<file path="config.mk">
export PLATFORM = sky130hd
export DESIGN_NAME = mem_port_arbiter
export DESIGN_NICKNAME = d
export VERILOG_FILES = /design/src/rtl/mem_port_arbiter_pkg.sv /design/src/rtl/mem_port_arbiter_rr_pick2.sv /design/src/rtl/mem_port_arbiter.sv
export SDC_FILE = /design/constraint.sdc
export NUM_CORES = 1
export LEC_CHECK = 0
export BUFFER_PORTS_ARGS = -buffer_cell sky130_fd_sc_hd__buf_4
export CORE_MARGIN = 5
export CORE_UTILIZATION = 53
export CTS_BUF_LIST = sky130_fd_sc_hd__clkbuf_4
export DETAILED_ROUTE_END_ITERATION = 8
export GPL_ROUTABILITY_DRIVEN = 0
export GPL_TIMING_DRIVEN = 0
export MAX_ROUTING_LAYER = met4
export PLACE_DENSITY = 0.87
export REMOVE_ABC_BUFFERS = 1
export SYNTH_ARGS = -nofsm -noshare
export SYNTH_HDL_FRONTEND = slang
export SYNTH_SLANG_ARGS = --single-unit
</file>
<file path="constraint.sdc">
create_clock -name clk -period 2.85 [get_ports clk]
set_input_delay 0.1425 -clock clk [delete_from_list [all_inputs] [get_ports clk]]
set_output_delay 0.1425 -clock clk [all_outputs]
set_load 0.01 [all_outputs]
</file>
<file path="src/rtl/mem_port_arbiter_pkg.sv">
// Shared definitions for the memory command port arbiter.
//   state_e        : arbiter FSM state encodings
//   DEFAULT_WIDTH  : default command/instruction word width
//   REQ_DEC/FETCH  : requester ids used for grant_id
package mem_port_arbiter_pkg;

  localparam int unsigned DEFAULT_WIDTH = 32;

  localparam logic REQ_DEC   = 1'b0;
  localparam logic REQ_FETCH = 1'b1;

  typedef enum logic [1:0] {
    ST_IDLE    = 2'b00,
    ST_BUSY    = 2'b01,
    ST_RELEASE = 2'b10
  } state_e;

endpackage

</file>
<file path="src/rtl/mem_port_arbiter_rr_pick2.sv">
// Combinational two-way round-robin selector.
//   req[1:0] : request vector
//   ptr      : id favoured when both requesters are active
//   valid    : at least one request present
//   id       : selected requester
module mem_port_arbiter_rr_pick2 (
  input  logic [1:0] req,
  input  logic       ptr,
  output logic       valid,
  output logic       id
);

  always_comb begin
    valid = |req;
    // Contention resolves to the pointer; otherwise the lone requester wins.
    id    = (req == 2'b11) ? ptr : req[1];
  end

endmodule

</file>
<file path="src/rtl/mem_port_arbiter.sv">
// Arbitrates the single memory command port between the decoder (req0)
// and the fetch unit (req1) with round-robin priority and a watchdog.
//   clk, reset            : clock, async active-low reset
//   req0_* / req1_*       : requester start/data in, one-cycle ready out
//   mem_start/data/ready  : memory command handshake
//   grant_id, busy        : current grant, high in BUSY and RELEASE
//   timeout_err           : sticky watchdog flag
module mem_port_arbiter
  import mem_port_arbiter_pkg::*;
#(
  parameter int unsigned WIDTH   = DEFAULT_WIDTH,
  parameter int unsigned TIMEOUT = 64,
  parameter int unsigned CNT_W   = 7
) (
  input  logic             clk,
  input  logic             reset,
  input  logic             req0_start,
  input  logic [WIDTH-1:0] req0_data,
  output logic             req0_ready,
  input  logic             req1_start,
  input  logic [WIDTH-1:0] req1_data,
  output logic             req1_ready,
  output logic             mem_start,
  output logic [WIDTH-1:0] mem_data,
  input  logic             mem_ready,
  output logic             grant_id,
  output logic             busy,
  output logic             timeout_err
);

  state_e             state_q, state_d;
  logic               rr_ptr_q, rr_ptr_d;
  logic [CNT_W-1:0]   wd_cnt_q, wd_cnt_d;
  logic               mem_start_q, mem_start_d;
  logic [WIDTH-1:0]   mem_data_q, mem_data_d;
  logic               grant_id_q, grant_id_d;
  logic               busy_q, busy_d;
  logic [1:0]         ready_q, ready_d;
  logic               timeout_err_q, timeout_err_d;

  logic               pick_valid;
  logic               pick_id;
  logic               wd_expire;

  mem_port_arbiter_rr_pick2 u_pick (
    .req   ({req1_start, req0_start}),
    .ptr   (rr_ptr_q),
    .valid (pick_valid),
    .id    (pick_id)
  );

  // Watchdog fires on the last allowed BUSY cycle; TIMEOUT of 0 disables it.
  assign wd_expire = (TIMEOUT != 0) && (wd_cnt_q == CNT_W'(TIMEOUT - 1));

  // Next-state and registered-output logic.
  always_comb begin
    state_d       = state_q;
    rr_ptr_d      = rr_ptr_q;
    wd_cnt_d      = wd_cnt_q;
    mem_start_d   = mem_start_q;
    mem_data_d    = mem_data_q;
    grant_id_d    = grant_id_q;
    busy_d        = busy_q;
    ready_d       = 2'b00;
    timeout_err_d = timeout_err_q;

    case (state_q)
      ST_IDLE: begin
        if (pick_valid) begin
          mem_data_d  = (pick_id == REQ_FETCH) ? req1_data : req0_data;
          grant_id_d  = pick_id;
          mem_start_d = 1'b1;
          busy_d      = 1'b1;
          wd_cnt_d    = '0;
          state_d     = ST_BUSY;
        end
      end
      ST_BUSY: begin
        wd_cnt_d = wd_cnt_q + CNT_W'(1);
        if (mem_ready || wd_expire) begin
          mem_start_d         = 1'b0;
          ready_d[grant_id_q] = 1'b1;
          rr_ptr_d            = ~grant_id_q;
          state_d             = ST_RELEASE;
          // A real completion in the expiry cycle wins over the watchdog.
          if (!mem_ready) begin
            timeout_err_d = 1'b1;
          end
        end
      end
      ST_RELEASE: begin
        busy_d  = 1'b0;
        state_d = ST_IDLE;
      end
      default: begin
        state_d = ST_IDLE;
      end
    endcase
  end

  // State and output registers.
  always_ff @(posedge clk or negedge reset) begin
    if (!reset) begin
      state_q       <= ST_IDLE;
      rr_ptr_q      <= REQ_DEC;
      wd_cnt_q      <= '0;
      mem_start_q   <= 1'b0;
      mem_data_q    <= '0;
      grant_id_q    <= 1'b0;
      busy_q        <= 1'b0;
      ready_q       <= 2'b00;
      timeout_err_q <= 1'b0;
    end else begin
      state_q       <= state_d;
      rr_ptr_q      <= rr_ptr_d;
      wd_cnt_q      <= wd_cnt_d;
      mem_start_q   <= mem_start_d;
      mem_data_q    <= mem_data_d;
      grant_id_q    <= grant_id_d;
      busy_q        <= busy_d;
      ready_q       <= ready_d;
      timeout_err_q <= timeout_err_d;
    end
  end

  assign req0_ready  = ready_q[0];
  assign req1_ready  = ready_q[1];
  assign mem_start   = mem_start_q;
  assign mem_data    = mem_data_q;
  assign grant_id    = grant_id_q;
  assign busy        = busy_q;
  assign timeout_err = timeout_err_q;

endmodule

</file>
==> results.json <==
{
  "hpwlAfterDp_um": 4558,
  "via_per_inst": 6.060,
  "overflow": 0,
  "r2r_start": "state_q[0]$_DFFE_PN0P_",
  "cts-resized-gates": 0,
  "power.switching_mw": 1.188,
  "grt_antenna_before_repair": 0,
  "drive_gt1_share_pct": 34.97,
  "relSlewSlack_pct": 11.87,
  "crit_family": "compound AO/OA/AOI/OAI gates",
  "hold_path_class": "in -> reg",
  "ys_seq_elements": 48,
  "maxCapViolCount": 0,
  "num_rows": 25,
  "grt_max_degree": 66,
  "dr.pass1.iters": 4,
  "grt_pass1_wl_um": 11200,
  "cp.required_ns": 3.12,
  "seqPwrFrac_pct": 40.2,
  "num_io_pins": 107,
  "num_antenna_cells": 0,
  "finalHoldViolations": 0,
  "whs_path_depth": 3,
  "p_total_mw": 2.976,
  "grt_setup_unrepaired": "false",
  "cts_root_buf": "clkbuf_4",
  "layout_setup_ws_ns": 0.7146,
  "ys_types": 36,
  "cp-end-kind": "register",
  "setup_viol": 0,
  "crit_path_max_fanout": 34,
  "drc": 0,
  "tns_ns": 0,
  "period_share_pct": 74.93,
  "final_nets": 415,
  "finalMaxSlewViolations": 0,
  "critical_path.cell_chain": "o21ba_1, nand2_1, o31ai_1",
  "hold_buffers": 1,
  "first_global_vias": 2393,
  "critPathKind": "reg -> reg",
  "swShare_pct": 39.91,
  "portBuffers": 106,
  "combPwrFrac_pct": 49.0,
  "final_cells": 400,
  "layout_common_cells": "106 x buf_4, 48 x dfrtp_1, 34 x a21oi_1, 34 x a31oi_1, 32 x nand3b_1",
  "core_area_um2": 4661,
  "pre_cts_ws_ns": 0.6575,
  "powerDensity_nw_per_um2": 910.1,
  "min_from": "req0_data[10]",
  "syn_area_um2": 2510,
  "drt-initial-drc-count": 178,
  "post-route-util_pct": 70.15,
  "p_int_mw": 1.788,
  "ant_nets": 0,
  "via_count": 2424,
  "clkLatencyLatePin_ns": 0.36,
  "clk_pin_slew_ns": 0.13,
  "crit_arrival_ns": 2.41,
  "rr_worst_depth": 3,
  "crit_buf_inv": 0,
  "postSynthAreaPerCell_um2": 9.804,
  "htree_levels": 2,
  "synth-seq-area-share_pct": 47.86,
  "p_clk_share_pct": 10.7,
  "yosys_warnings": 0,
  "die_area_um2": 6212,
  "numCtsBuffers": 5,
  "fmax_mhz": 468.3,
  "drt-wirelength-per-cell_um": 17.30,
  "synth_cells": 256,
  "chipWidth_um": 78.82,
  "start_kind": "register",
  "clock_sinks": 48,
  "layout_min_cycle_time_ns": 2.135,
  "critPathMaxStageDelay_ns": 1.14,
  "fin_skew_ns": 0.004020,
  "grt_usage_pct": 23.35,
  "layout_commonest_cell": "buf_4",
  "p_leak_nw": 1.448,
  "start_util_pct": 53.85,
  "cts_tree": "done",
  "startpoint": "state_q[0]$_DFFE_PN0P_",
  "ir_drop_v": 0.0004263,
  "cts_setup_buffers": 0,
  "dp.cells": 391,
  "cp.depth": 3,
  "routed_wirelength_um": 6918,
  "clockBufferDepth": 2,
  "area_growth_pct": 30.26,
  "die_h_um": 78.82,
  "crit_slowest_cell": "o21ba_1",
  "run_status": "finished, final reports clean",
  "worstMarginPinSlew_ns": 1.322
}
-- worst paths after layout --
check                                                 to  slack (ns)
worst max-delay path                grant_id$_DFFE_PN0P_        0.71
worst min-delay path            mem_data[10]$_DFFE_PN0P_        0.05
worst max register to register      grant_id$_DFFE_PN0P_        0.71
worst min register to register   wd_cnt_q[0]$_DFFE_PN0P_        0.51
max in group asynchronous        mem_data[8]$_DFFE_PN0P_        2.13
min in group asynchronous        mem_data[9]$_DFFE_PN0P_        0.32
-- tightest hold or removal path, stage by stage --
cell     delay [ns]
buf_4          0.10
o21ai_0        0.06
a31oi_1        0.08
-- per-stage QoR --
step                instance area [µm²]  hold WS, ns
finish                             3269      0.05234
CTS                                3264      0.03220
floorplan                          2335      -0.1531
global route                       3269      0.03444
detailed placement                 3198       0.1925
global placement                   3198       0.1966
-- logic make-up after synthesis --
| kind of cell | Yosys count | share of synthesized area [%] |
|---|---|---|
| buffers and inverters | 34 | 8.375 |
| adders and majority gates | 1 | 0.4984 |
| DFF | 48 | 47.86 |
| muxes | 3 | 1.196 |
| and+or+nand+nor | 55 | 15.80 |
| AOI/OAI and AO/OA | 115 | 26.27 |
-- layer usage --
layer  track usage [%]  routed length (µm)  vias to the layer above
li1                  -                   -                     1127
met1             28.17                2656                     1168
met2             38.20                3484                      119
met3             7.483                 701                       10
met4             6.186                  76                        0
met5                 -                   0                        -
-- power by group through the flow --
stage | clock, mW | sequential, mW | combinational (mW)
2_1_floorplan | 0 | 1.30 | 0.654
3_3_place_gp | 0 | 1.19 | 1.44
3_5_place_dp | 0 | 1.20 | 1.47
4_1_cts | 0.330 | 1.19 | 1.47
5_1_grt | 0.356 | 1.24 | 1.62
6_report | 0.320 | 1.20 | 1.46
-- sequential cells by signal (all words and copies together) (netlist names) --
signal,cells
state_q,2
grant_id,1
rr_ptr_q,1
mem_start,1
timeout_err,1
mem_data,32
wd_cnt_q,7
busy,1
ready_q,2
-- cell type report --
cell class              instances  area, µm²
clock inverters                 1      3.754
flip-flops and latches         48       1201
multi-input cells             174       1104
clock buffers                   7      52.55
fillers                       370       1391
inverters                       9      35.03
repair buffers                107      805.8
well taps                      54      67.56
-- cells in the mapped netlist --
cell type	number	area [µm²]
dfrtp_1	48	1201
a21oi_1	34	170.2
a31oi_1	34	212.7
nand3b_1	32	240.2
o21ai_0	28	140.1
buf_2	12	60.06
o21ai_1	10	50.05
buf_6	8	90.09
inv_1	8	30.03
nand3_1	5	25.02
mux2i_1	3	30.03
nand2_1	3	11.26
a21o_1	2	15.01
clkbuf_1	2	7.510
clkbuf_2	2	10.01
nor2_1	2	7.510
nor2b_1	2	12.51
o211ai_1	2	15.01
or3_1	2	12.51
a22o_2	1	10.01
a41o_1	1	10.01
and2_1	1	6.260
and2b_1	1	7.510
and4_1	1	8.760
buf_4	1	7.510
clkinv_2	1	5.000
ha_1	1	12.51
nand2b_4	1	13.76
nor2_2	1	6.260
nor2b_2	1	8.760
nor2b_4	1	13.76
nor4_2	1	12.51
nor4bb_1	1	10.01
o21ba_1	1	10.01
o21bai_4	1	18.77
o31ai_1	1	7.510
Power figures use the tool's default switching activity.
